## src/rtl/alu_issue_ctrl_pkg.sv

```systemverilog
// rtl/alu_issue_ctrl_pkg.sv - shared ALU codes, MIPS-subset opcode/funct values and FSM encoding
package alu_issue_ctrl_pkg;

    localparam logic [2:0] ALU_NOP = 3'b000;
    localparam logic [2:0] ALU_ADD = 3'b001;
    localparam logic [2:0] ALU_SUB = 3'b010;
    localparam logic [2:0] ALU_AND = 3'b011;
    localparam logic [2:0] ALU_OR  = 3'b100;
    localparam logic [2:0] ALU_SLT = 3'b101;
    localparam logic [2:0] ALU_EQ  = 3'b110;

    localparam logic [5:0] OP_RTYPE = 6'h00;
    localparam logic [5:0] OP_BEQ   = 6'h04;
    localparam logic [5:0] OP_BNE   = 6'h05;
    localparam logic [5:0] OP_ADDI  = 6'h08;
    localparam logic [5:0] OP_SLTI  = 6'h0A;
    localparam logic [5:0] OP_ANDI  = 6'h0C;
    localparam logic [5:0] OP_ORI   = 6'h0D;
    localparam logic [5:0] OP_LW    = 6'h23;
    localparam logic [5:0] OP_SW    = 6'h2B;

    localparam logic [5:0] FN_ADD = 6'h20;
    localparam logic [5:0] FN_SUB = 6'h22;
    localparam logic [5:0] FN_AND = 6'h24;
    localparam logic [5:0] FN_OR  = 6'h25;
    localparam logic [5:0] FN_SLT = 6'h2A;

    typedef enum logic [1:0] {
        ST_IDLE = 2'd0,
        ST_EXEC = 2'd1,
        ST_RESP = 2'd2
    } state_t;

endpackage

```

## src/rtl/alu_op_decode.sv

```systemverilog
// rtl/alu_op_decode.sv - combinational opcode/funct to ALU control decode
module alu_op_decode
    import alu_issue_ctrl_pkg::*;
(
    input  logic [5:0] opcode,
    input  logic [5:0] funct,
    output logic [2:0] ctr,
    output logic       use_imm,
    output logic       sign_ext,
    output logic       is_beq,
    output logic       is_bne,
    output logic       illegal
);

    always_comb begin
        ctr      = ALU_NOP;
        use_imm  = 1'b0;
        sign_ext = 1'b0;
        is_beq   = 1'b0;
        is_bne   = 1'b0;
        illegal  = 1'b0;
        case (opcode)
            OP_RTYPE: begin
                case (funct)
                    FN_ADD:  ctr = ALU_ADD;
                    FN_SUB:  ctr = ALU_SUB;
                    FN_AND:  ctr = ALU_AND;
                    FN_OR:   ctr = ALU_OR;
                    FN_SLT:  ctr = ALU_SLT;
                    default: illegal = 1'b1;
                endcase
            end
            OP_ADDI, OP_LW, OP_SW: begin
                ctr      = ALU_ADD;
                use_imm  = 1'b1;
                sign_ext = 1'b1;
            end
            OP_SLTI: begin
                ctr      = ALU_SLT;
                use_imm  = 1'b1;
                sign_ext = 1'b1;
            end
            OP_ANDI: begin
                ctr     = ALU_AND;
                use_imm = 1'b1;
            end
            OP_ORI: begin
                ctr     = ALU_OR;
                use_imm = 1'b1;
            end
            OP_BEQ: begin
                ctr    = ALU_EQ;
                is_beq = 1'b1;
            end
            OP_BNE: begin
                ctr    = ALU_EQ;
                is_bne = 1'b1;
            end
            default: illegal = 1'b1;
        endcase
    end

endmodule

```

## src/rtl/alu_issue_ctrl.sv

```systemverilog
// rtl/alu_issue_ctrl.sv - issues one decoded instruction to the ALU and returns its result
module alu_issue_ctrl
    import alu_issue_ctrl_pkg::*;
#(
    parameter int WIDTH = 32,
    parameter int CNT_W = 16
) (
    input  logic             clk,
    input  logic             rst_n,
    input  logic             in_valid,
    output logic             in_ready,
    input  logic [5:0]       opcode,
    input  logic [5:0]       funct,
    input  logic [WIDTH-1:0] rs_val,
    input  logic [WIDTH-1:0] rt_val,
    input  logic [15:0]      imm,
    output logic [WIDTH-1:0] alu_s,
    output logic [WIDTH-1:0] alu_t,
    output logic [2:0]       alu_ctr,
    input  logic [WIDTH-1:0] alu_result,
    output logic             out_valid,
    input  logic             out_ready,
    output logic [WIDTH-1:0] out_result,
    output logic             out_taken,
    output logic             out_illegal,
    output logic [CNT_W-1:0] op_count
);

    state_t state, state_nxt;

    logic [2:0]       dec_ctr;
    logic             dec_use_imm;
    logic             dec_sign_ext;
    logic             dec_beq;
    logic             dec_bne;
    logic             dec_illegal;
    logic [WIDTH-1:0] imm_ext;
    logic [WIDTH-1:0] t_sel;
    logic             br_beq;
    logic             br_bne;
    logic             accept;
    logic             consume;

    alu_op_decode u_decode (
        .opcode   (opcode),
        .funct    (funct),
        .ctr      (dec_ctr),
        .use_imm  (dec_use_imm),
        .sign_ext (dec_sign_ext),
        .is_beq   (dec_beq),
        .is_bne   (dec_bne),
        .illegal  (dec_illegal)
    );

    assign imm_ext = dec_sign_ext ? {{(WIDTH-16){imm[15]}}, imm} : {{(WIDTH-16){1'b0}}, imm};
    assign t_sel   = dec_use_imm ? imm_ext : rt_val;
    assign accept  = (state == ST_IDLE) && in_valid;
    assign consume = (state == ST_RESP) && out_ready;

    always_ff @(posedge clk or negedge rst_n) begin
        if (!rst_n) begin
            state <= ST_IDLE;
        end else begin
            state <= state_nxt;
        end
    end

    always_comb begin
        state_nxt = state;
        in_ready  = 1'b0;
        out_valid = 1'b0;
        case (state)
            ST_IDLE: begin
                in_ready = 1'b1;
                if (in_valid) begin
                    state_nxt = dec_illegal ? ST_RESP : ST_EXEC;
                end
            end
            ST_EXEC: state_nxt = ST_RESP;
            ST_RESP: begin
                out_valid = 1'b1;
                if (out_ready) begin
                    state_nxt = ST_IDLE;
                end
            end
            default: state_nxt = ST_IDLE;
        endcase
    end

    // Illegal instructions bypass EXEC, so the response fields are loaded at accept.
    always_ff @(posedge clk or negedge rst_n) begin
        if (!rst_n) begin
            alu_s       <= '0;
            alu_t       <= '0;
            alu_ctr     <= ALU_NOP;
            br_beq      <= 1'b0;
            br_bne      <= 1'b0;
            out_result  <= '0;
            out_taken   <= 1'b0;
            out_illegal <= 1'b0;
            op_count    <= '0;
        end else begin
            if (accept) begin
                if (dec_illegal) begin
                    out_result  <= '0;
                    out_taken   <= 1'b0;
                    out_illegal <= 1'b1;
                end else begin
                    alu_s   <= rs_val;
                    alu_t   <= t_sel;
                    alu_ctr <= dec_ctr;
                    br_beq  <= dec_beq;
                    br_bne  <= dec_bne;
                end
            end
            if (state == ST_EXEC) begin
                out_result  <= alu_result;
                out_taken   <= (br_beq & alu_result[0]) | (br_bne & ~alu_result[0]);
                out_illegal <= 1'b0;
                alu_ctr     <= ALU_NOP;
            end
            if (consume) begin
                op_count <= op_count + CNT_W'(1);
            end
        end
    end

endmodule

```

## config.mk

```make
export PLATFORM = sky130hd
export DESIGN_NAME = alu_issue_ctrl
export DESIGN_NICKNAME = d
export VERILOG_FILES = /design/src/rtl/alu_issue_ctrl_pkg.sv /design/src/rtl/alu_op_decode.sv /design/src/rtl/alu_issue_ctrl.sv
export SDC_FILE = /design/constraint.sdc
export NUM_CORES = 1
export LEC_CHECK = 0
export CORE_MARGIN = 2
export CORE_UTILIZATION = 37
export DETAILED_ROUTE_END_ITERATION = 8
export PLACE_DENSITY = 0.77
export SLEW_MARGIN = 25
export SYNTH_ARGS = -nofsm -noshare
export SYNTH_HDL_FRONTEND = slang
export SYNTH_HIERARCHICAL = 1
export SYNTH_SLANG_ARGS = --single-unit
```

## constraint.sdc

```tcl
create_clock -name clk -period 1.6 [get_ports clk]
set_clock_uncertainty 0.05 [all_clocks]
set_input_delay 0.32 -clock clk [delete_from_list [all_inputs] [get_ports clk]]
set_output_delay 0.32 -clock clk [all_outputs]
set_load 0.02 [all_outputs]
```

==> results.sh, run 1 <==
export IMPL_drt_first_pass_iters=4
export IMPL_netlist_area_um2=5070
export IMPL_grt_usage=0.227
export IMPL_hpwl_um=11500
export IMPL_status="complete, but fails checks"
export IMPL_die_w_um=121
export IMPL_grt_overflow_total=0
export IMPL_slew_headroom=0.707
export IMPL_synth_edff_count=0
export IMPL_maxSlewViolCount=0
export IMPL_fin_ws_ns=-0.269
export IMPL_worst_path_max_fanout=6
export IMPL_max_freq_mhz=535
export IMPL_p_sw_uw=4330
export IMPL_yosysWarnings=6
export IMPL_htree_levels=4
export IMPL_ir_drop_mv=0.799
export IMPL_grt_pass1_vias=5044
export IMPL_cp_data_arrival_time_ns=2.12
export IMPL_ys_seq_area_frac=0.597
export IMPL_final_hold_viol_count=0
export IMPL_io_pins=247
export IMPL_swShare=0.346
export IMPL_n_antenna_cell=0
export IMPL_cts_buffers_inserted=17
export IMPL_syn_inst=423
export IMPL_violations="setup timing"
export IMPL_end_kind="register"
export IMPL_mostFrequentLayoutCell="dfrtp_1"
export IMPL_cp_start_kind="input port"
export IMPL_vias=4686
export IMPL_post_route_min_period_ns=1.87
export IMPL_max_slew_worst_pin_slew_ns=0.440
export IMPL_start_util=0.382
export IMPL_path_class="input port to register"
export IMPL_fin_crit_sh=1.17
export IMPL_routabilityCongestion=0.830
export IMPL_layout_cells_non_filler=925
export IMPL_maxCapViolCount=0
export IMPL_mostFrequentLayoutCells="120 x dfrtp_1, 114 x clkdlybuf4s50_1, 112 x dlygate4sd2_1"
export IMPL_core_area_um2=13300
export IMPL_p_int_uw=8190
export IMPL_num_rows=42
export IMPL_clk_latency_ns=0.41
export IMPL_wire_per_inst_um=18.7
export IMPL_syn_num_nets=552
export IMPL_power_density_nw_per_um2=1320
export IMPL_synth_avg_cell_area_um2=12.0
export IMPL_drive_above_1_share=0.320
export IMPL_viasPerCell=5.07
export IMPL_cts_tree="built"
export IMPL_ys_ff_latch=121
export IMPL_placed_area_um2=8150
export IMPL_place_ws_ns=-1.06
export IMPL_final_nets=865
export IMPL_hp_class="input port to register"
export IMPL_crit_required_ns=1.85
export IMPL_fin_area_um2=9460
export IMPL_cts_root_buffer="clkbuf_16"
export IMPL_totalWireLength_um=17300
export IMPL_comb_power_share=0.355
export IMPL_path_clk_slew_ns=0.06
export IMPL_drc=0
export IMPL_antenna_found_initial=0
export IMPL_p_leak_uw=0.00438
export IMPL_area_delta_synth_final_pct=86.6
export IMPL_ys_types=41
export IMPL_grt_pass1_wl_um=25500
export IMPL_p_seq_frac=0.359
export IMPL_async_reset_ff_frac=1.00
export IMPL_die_area_um2=14700
export IMPL_holdWs_ns=0.321
export IMPL_io_buffers=246
export IMPL_die_h_um=121
export IMPL_power_share_clock=0.286
export IMPL_fin_util=0.712
export IMPL_grt_max_degree=44
export IMPL_numPlacedInstances=872
export IMPL_clock_path_buffers=2
export IMPL_detail_route_antenna_nets=0
export IMPL_finalSetupViolCount=88
export IMPL_initialDrtViolationCount=146
export IMPL_synthFlopType="dfrtp_1"
export IMPL_rsz0062_at_grt="yes"
export IMPL_fill_cells=927
export IMPL_cts_sinks=121
## flip-flops by register name, summed over array words and instances (netlist names)
signal / flops
op_count: 16
state: 2
out_taken: 1
alu_t: 32
out_illegal: 1
alu_s: 32
alu_ctr: 3
br_bne: 1
br_beq: 1
out_result: 32
## metal layers
layer / vias to the layer above / wire length (µm) / track usage
met1: 2296 / 6310 / 0.247
li1: 2155 / - / -
met5: - / 0 / 0
met4: 0 / 519 / 0.0981
met2: 196 / 9200 / 0.403
met3: 39 / 1270 / 0.0752
## worst max-delay path, stage by stage
cell	delay (ns)
buf_6	0.09
or3b_4	0.42
a21oi_4	0.17
o221ai_4	0.14
nor4b_4	0.27
buf_6	0.22
clkbuf_16	0.18
mux2_4	0.30
## power groups by stage
stage / Clock, µW / Sequential, µW / Combinational (µW)
after CTS: 3640 / 4400 / 4100
after global routing: 3810 / 4590 / 4710
after floorplan: 0 / 5330 / 1020
final: 3580 / 4490 / 4450
after detailed placement: 0 / 4400 / 4440
after global placement: 0 / 4380 / 4330
## cell families after synthesis
kind of cell | share of synthesized area
multiplexers | 0.111
AO/OA/AOI/OAI | 0.131
buffers and inverters | 0.0296
flip-flops | 0.597
AND/OR/NAND/NOR | 0.101
XOR/XNOR | 0.0276
adder cells (fa/ha/maj) | 0.00247
## what timing repair did
item                       CTS  global route
pin swaps                    7            19
gates resized for setup    226           111
hold buffers                 1             0
cloned                       3             6
hold endpoints to repair    27             0
buffers inserted            11             4
setup endpoints to repair  225           116
## Yosys cell counts (6+ instances only)
master	n	area [µm²]
mux2i_1	17	170
mux2_2	35	394
nand2_1	17	63.8
a21oi_1	51	255
clkbuf_1	9	33.8
dfrtp_1	121	3030
a22o_1	32	280
buf_2	12	60.1
inv_1	7	26.3
xor2_1	6	52.6
xnor2_1	10	87.6
nor2b_1	6	37.5
nor2_1	39	146
nand3_1	6	30.0
o21ai_0	7	35.0
## cell type report
type	count	area (µm²)	share of cell area
repair buffers	319	3180	0.336
flip-flops and latches	121	3030	0.320
multi-input cells	270	2440	0.258
clock buffers	18	439	0.0464
well taps	176	220	0.0233
clock inverters	14	124	0.0131
inverters	7	30.0	0.00317
## through the flow
stage	power (µW)	TNS, ns
3_5_place_dp	8840	-98.90
2_1_floorplan	6350	-32.93
3_3_place_gp	8720	-96.71
6_report	12500	-14.09
4_1_cts	12100	-23.91
5_1_grt	13100	-19.83
## path summary, 6_finish.rpt
| path | end | cells past startpoint | slack (ns) | from |
|---|---|---|---|---|
| setup / recovery | alu_s[26] | 8 | -0.27 | opcode[5] |
| hold / removal | alu_ctr[2] | 5 | 0.32 | opcode[5] |
| setup reg to reg | alu_s[26] | 5 | -0.13 | state[0] |
| hold reg to reg | op_count[15] | 1 | 0.44 | op_count[15] |
| max in group asynchronous | out_result[1] | 3 | 0.52 | rst_n |
| min in group asynchronous | alu_t[28] | 2 | 0.36 | rst_n |
(Power assumes the default switching activity.)
==> run 2: changes to the inputs <==
--- a/config.mk
+++ b/config.mk
@@ -9,6 +9,7 @@
 export CORE_UTILIZATION = 37
 export DETAILED_ROUTE_END_ITERATION = 8
 export PLACE_DENSITY = 0.77
+export SKIP_CTS_REPAIR_TIMING = 1
 export SLEW_MARGIN = 25
 export SYNTH_ARGS = -nofsm -noshare
 export SYNTH_HDL_FRONTEND = slang
==> run 2 against run 1 <==
Compared with the run above: non-clock buffer count up 6; largest power group is now combinational cells; count of clock-buffer cells in the layout unchanged; worst hold slack better by 0.030 ns; critical path depth up 2; critical path type unchanged; first-iteration DRC count up 37%; clock power about the same; sequential power down 1%; register-to-register slack about the same; the flow still finishes with violations (setup timing); critical endpoint unchanged.
==> results.sh, run 2 (same netlist as run 1, synthesis figures left out) <==
export IMPL_fill_cells=861
export IMPL_die_h_um=121
export IMPL_n_antenna_cell=0
export IMPL_htree_levels=4
export IMPL_io_pins=247
export IMPL_path_clk_slew_ns=0.06
export IMPL_rr_worst_depth=7
export IMPL_fin_area_um2=9800
export IMPL_final_nets=871
export IMPL_post_route_min_period_ns=2.02
export IMPL_crit_required_ns=1.85
export IMPL_path_class="input port to register"
export IMPL_worst_path_max_fanout=8
export IMPL_power_density_nw_per_um2=1290
export IMPL_die_area_um2=14700
export IMPL_endpoint="alu_s[26]"
export IMPL_finalSetupViolCount=106
export IMPL_grt_pass1_vias=4887
export IMPL_crit_path_start="opcode[0]"
export IMPL_fin_ws_ns=-0.423
export IMPL_initialDrtViolationCount=200
export IMPL_rsz0062_at_grt="yes"
export IMPL_hp_class="input port to register"
export IMPL_ir_drop_mv=0.778
export IMPL_mostFrequentLayoutCell="dlymetal6s2s_1"
export IMPL_cts_buffers_inserted=17
export IMPL_hpwl_um=11500
export IMPL_wire_per_inst_um=18.7
export IMPL_end_kind="register"
export IMPL_status="complete, but fails checks"
export IMPL_final_hold_viol_count=0
export IMPL_cp_data_arrival_time_ns=2.27
export IMPL_viasPerCell=5.04
export IMPL_largestRegisters="alu_s: 32 flops, alu_t: 32 flops, out_result: 32 flops"
export IMPL_clk_latency_ns=0.41
export IMPL_grt_pass1_wl_um=24400
export IMPL_p_leak_uw=0.00564
export IMPL_detail_route_antenna_nets=0
export IMPL_grt_max_degree=44
export IMPL_maxSlewViolCount=0
export IMPL_cts_sinks=121
export IMPL_cts_tree="built"
export IMPL_antenna_found_initial=0
export IMPL_reg2reg_setup_slack_ns=-0.14
export IMPL_power_uw=12700
export IMPL_clock_path_buffers=2
export IMPL_max_freq_mhz=494
export IMPL_violations="setup timing"
export IMPL_totalWireLength_um=17400
export IMPL_cp_start_kind="input port"
export IMPL_routabilityCongestion=0.830
export IMPL_fin_tns_setup_ns=-27.68
export IMPL_io_buffers=246
export IMPL_placed_area_um2=8150
export IMPL_mostFrequentLayoutCells="126 x dlymetal6s2s_1, 120 x dfrtp_1, 114 x clkdlybuf4s50_1"
export IMPL_grt_usage=0.216
export IMPL_fin_crit_sh=1.26
export IMPL_area_delta_synth_final_pct=93.2
export IMPL_reg2reg_to="alu_s[26]"
export IMPL_r2r_start="state[0]"
export IMPL_drt_first_pass_iters=4
export IMPL_place_ws_ns=-1.06
export IMPL_slew_headroom=0.681
export IMPL_drc=0
export IMPL_cts_root_buffer="clkbuf_16"
export IMPL_max_slew_worst_pin_slew_ns=0.478
export IMPL_start_util=0.382
export IMPL_num_rows=42
export IMPL_grt_overflow_total=0
export IMPL_drive_above_1_share=0.283
export IMPL_die_w_um=121
export IMPL_maxCapViolCount=0
export IMPL_core_area_um2=13300
export IMPL_vias=4688
export IMPL_holdWs_ns=0.351
run 2: worst min-delay path by stage:
stage | from | end | slack (ns) | depth (start not counted)
6_report | opcode[5] | alu_ctr[2] | 0.35 | 5
5_1_grt | rst_n | alu_s[8] | 0.42 | 2
4_1_cts | rst_n | state[0] | -0.20 | 1
3_5_place_dp | rst_n | alu_t[28] | 0.25 | 1
3_3_place_gp | rst_n | alu_t[28] | 0.24 | 1
2_1_floorplan | rst_n | alu_ctr[0] | -0.03 | 0
run 2: layer usage:
layer	GRT usage	part of all wire	up-vias
met4	0.0930	0.032	0
met5	0	0	-
met3	0.0719	0.069	46
met1	0.241	0.36	2297
met2	0.376	0.54	195
li1	-	-	2150
run 2: area by class of cell:
cell class	count	area, µm²	area share
Clock inverter	14	124	0.0126
Multi-Input combinational cell	270	2280	0.233
Inverter	7	26.3	0.00268
Timing Repair Buffer	325	3680	0.375
Clock buffer	18	439	0.0448
Sequential cell	121	3030	0.309
Tap cell	176	220	0.0225
run 2: where the power goes:
part	internal, µW	switching, µW	leakage (µW)
logic	2450	2230	0.00385
registers	3860	572	0.00152
clock network	2170	1410	0.000268
run 2: stage by stage:
| stage | instances | utilization |
|---|---|---|
| 2_1_floorplan | 423 | - |
| 3_3_place_gp | 872 | 0.613 |
| 3_5_place_dp | 872 | 0.613 |
| 4_1_cts | 904 | 0.655 |
| 5_1_grt | 931 | 0.737 |
| 6_report | 931 | 0.737 |
run 2: worst max-delay path, cell delays in order:
cell and delay, ns:
buf_6 0.09, or3b_4 0.42, a21oi_4 0.19, o221ai_4 0.14
nor4b_4 0.32, buf_6 0.16, buf_6 0.09, buf_12 0.12
buf_8 0.11, mux2_4 0.30
==> run 3: changes to the inputs <==
--- a/config.mk
+++ b/config.mk
@@ -8,7 +8,7 @@
 export CORE_MARGIN = 2
 export CORE_UTILIZATION = 37
 export DETAILED_ROUTE_END_ITERATION = 8
-export PLACE_DENSITY = 0.77
+export PLACE_DENSITY = 0.89
 export SKIP_CTS_REPAIR_TIMING = 1
 export SLEW_MARGIN = 25
 export SYNTH_ARGS = -nofsm -noshare
==> run 3 against run 2 <==
Compared with the run above: the flow still finishes with violations (setup timing); global-route usage shrank 1.2 points; worst setup slack gained 0.066 ns; sequential power increased by 2%; sequential share of layout area decreased by 0.48 points; maximum frequency grew 3.4%; die area unchanged; cell area up 1.6%; first-iteration DRC count shrank 16%; count of clock-buffer cells in the layout unchanged; non-clock buffer count shrank 11; critical path depth down 2; clock power up 22%.
==> results.sh, run 3 (same netlist as run 1, synthesis figures left out) <==
export IMPL_antenna_found_initial=0
export IMPL_crit_path_frequent_cell="buf_6"
export IMPL_n_antenna_cell=0
export IMPL_critPathMaxStageDelay_ns=0.40
export IMPL_initialDrtViolationCount=169
export IMPL_wire_per_inst_um=20.1
export IMPL_clock_path_buffers=2
export IMPL_num_rows=42
export IMPL_cts_sinks=121
export IMPL_fill_cells=783
export IMPL_maxSlewViolCount=0
export IMPL_rsz0062_at_grt="yes"
export IMPL_layout_cells_non_filler=920
export IMPL_r2r_start="state[0]"
export IMPL_p_leak_uw=0.00566
export IMPL_drc=0
export IMPL_totalWireLength_um=18500
export IMPL_grt_pass1_wl_um=23400
export IMPL_maxCapViolCount=0
export IMPL_hp_class="input port to asynchronous set/reset pin"
export IMPL_vias=4805
export IMPL_cts_tree="built"
export IMPL_power_uw=13800
export IMPL_io_buffers=246
export IMPL_mostFrequentLayoutCell="dlymetal6s2s_1"
export IMPL_largestRegisters="alu_s: 32 flops, alu_t: 32 flops, out_result: 32 flops"
export IMPL_die_area_um2=14700
export IMPL_power_density_nw_per_um2=1380
export IMPL_final_nets=860
export IMPL_clk_latency_ns=0.41
export IMPL_grt_overflow_total=0
export IMPL_finalSetupViolCount=103
export IMPL_drt_first_pass_iters=4
export IMPL_htree_levels=4
export IMPL_crit_required_ns=1.84
export IMPL_post_route_min_period_ns=1.96
export IMPL_fin_area_um2=9960
export IMPL_max_freq_mhz=511
export IMPL_status="complete, but fails checks"
export IMPL_crit_chain="buf_6, or3b_4, a21oi_4, o221ai_4, nor4b_4, buf_6, buf_12, mux2_2"
export IMPL_grt_usage=0.204
export IMPL_critical_path_slowest_cell="or3b_4"
export IMPL_placed_area_um2=8090
export IMPL_viasPerCell=5.22
export IMPL_io_pins=247
export IMPL_start_util=0.382
export IMPL_cp_data_arrival_time_ns=2.20
export IMPL_fin_crit_sh=1.22
export IMPL_max_slew_worst_pin_slew_ns=0.437
export IMPL_die_h_um=121
export IMPL_mostFrequentLayoutCells="125 x dlymetal6s2s_1, 119 x dfrtp_1, 115 x clkdlybuf4s50_1"
export IMPL_cts_buffers_inserted=17
export IMPL_final_hold_viol_count=0
export IMPL_slew_headroom=0.706
export IMPL_routabilityCongestion=0.841
export IMPL_end_kind="register"
export IMPL_detail_route_antenna_nets=0
export IMPL_grt_pass1_vias=4828
export IMPL_core_area_um2=13300
export IMPL_ir_drop_mv=0.896
export IMPL_fin_ws_ns=-0.358
export IMPL_area_delta_synth_final_pct=96.3
export IMPL_die_w_um=121
export IMPL_drive_above_1_share=0.302
export IMPL_crit_path_start="opcode[0]"
export IMPL_cts_root_buffer="clkbuf_16"
export IMPL_path_clk_slew_ns=0.05
export IMPL_hpwl_um=10800
export IMPL_worst_path_max_fanout=8
export IMPL_path_class="input port to register"
export IMPL_grt_max_degree=68
export IMPL_violations="setup timing"
export IMPL_cp_start_kind="input port"
export IMPL_numPlacedInstances=862
## run 3: changes by cell type in the layout (fill, tap and decap cells not counted), moves of 3 or more
cell       previous run  this run
mux2_4               20        29
nor2_2                9         6
nor2_1               20        11
nor2_4               10        22
bufinv_16             1         6
buf_4                50        39
mux2_2               15         6
nand2_2               1         4
a21oi_1              34        24
clkinv_2              4         1
a21oi_2              16        26
## run 3: final timing paths
path | end | slack (ns) | cells after the start
worst max-delay path | alu_s[24] | -0.36 | 8
max in group asynchronous | state[1] | 0.64 | 3
worst min register to register | out_taken | 0.43 | 2
worst min-delay path | out_result[10] | 0.26 | 2
min in group clk | alu_ctr[2] | 0.38 | 5
worst max register to register | alu_s[24] | -0.10 | 5
## run 3: cell type report
class / count / area (µm²) / share of cell area
flip-flops and latches: 121 / 3030 / 0.304
clock buffers: 18 / 439 / 0.0441
well taps: 176 / 220 / 0.0221
inverters: 7 / 30.0 / 0.00302
multi-input cells: 270 / 2430 / 0.244
clock inverters: 14 / 244 / 0.0245
repair buffers: 314 / 3560 / 0.358
## run 3: metal layers
layer,routed length (µm),part of all wire,global-route usage,up-vias
met1,6720,0.36,0.233,2382
met5,0,0,0,-
li1,-,-,-,2134
met4,476,0.026,0.0749,0
met2,9820,0.53,0.358,245
met3,1480,0.080,0.0648,44
## run 3: per-stage QoR
step / TNS, ns / util / hold WS, ns / setup WS, ns
floorplan: -32.93 / - / -0.0256 / -0.451
global placement: -98.82 / 0.608 / 0.124 / -1.03
detailed placement: -107.55 / 0.608 / 0.127 / -1.16
CTS: -81.60 / 0.660 / -0.307 / -0.715
global route: -36.16 / 0.749 / 0.267 / -0.420
finish: -29.15 / 0.749 / 0.260 / -0.358
## run 3: report_power, final
group	leakage, µW	internal, µW	switching [µW]
combinational	0.00381	2570	2280
sequential	0.00152	3860	681
clock	0.000327	2970	1400
total	0.00566	9400	4350
## run 3: critical path, delay by kind of cell
family	cells	cell delay [ns]
buffers and inverters	3	0.46
AO/OA/AOI/OAI	2	0.35
multiplexers	1	0.34
AND/OR/NAND/NOR	2	0.72
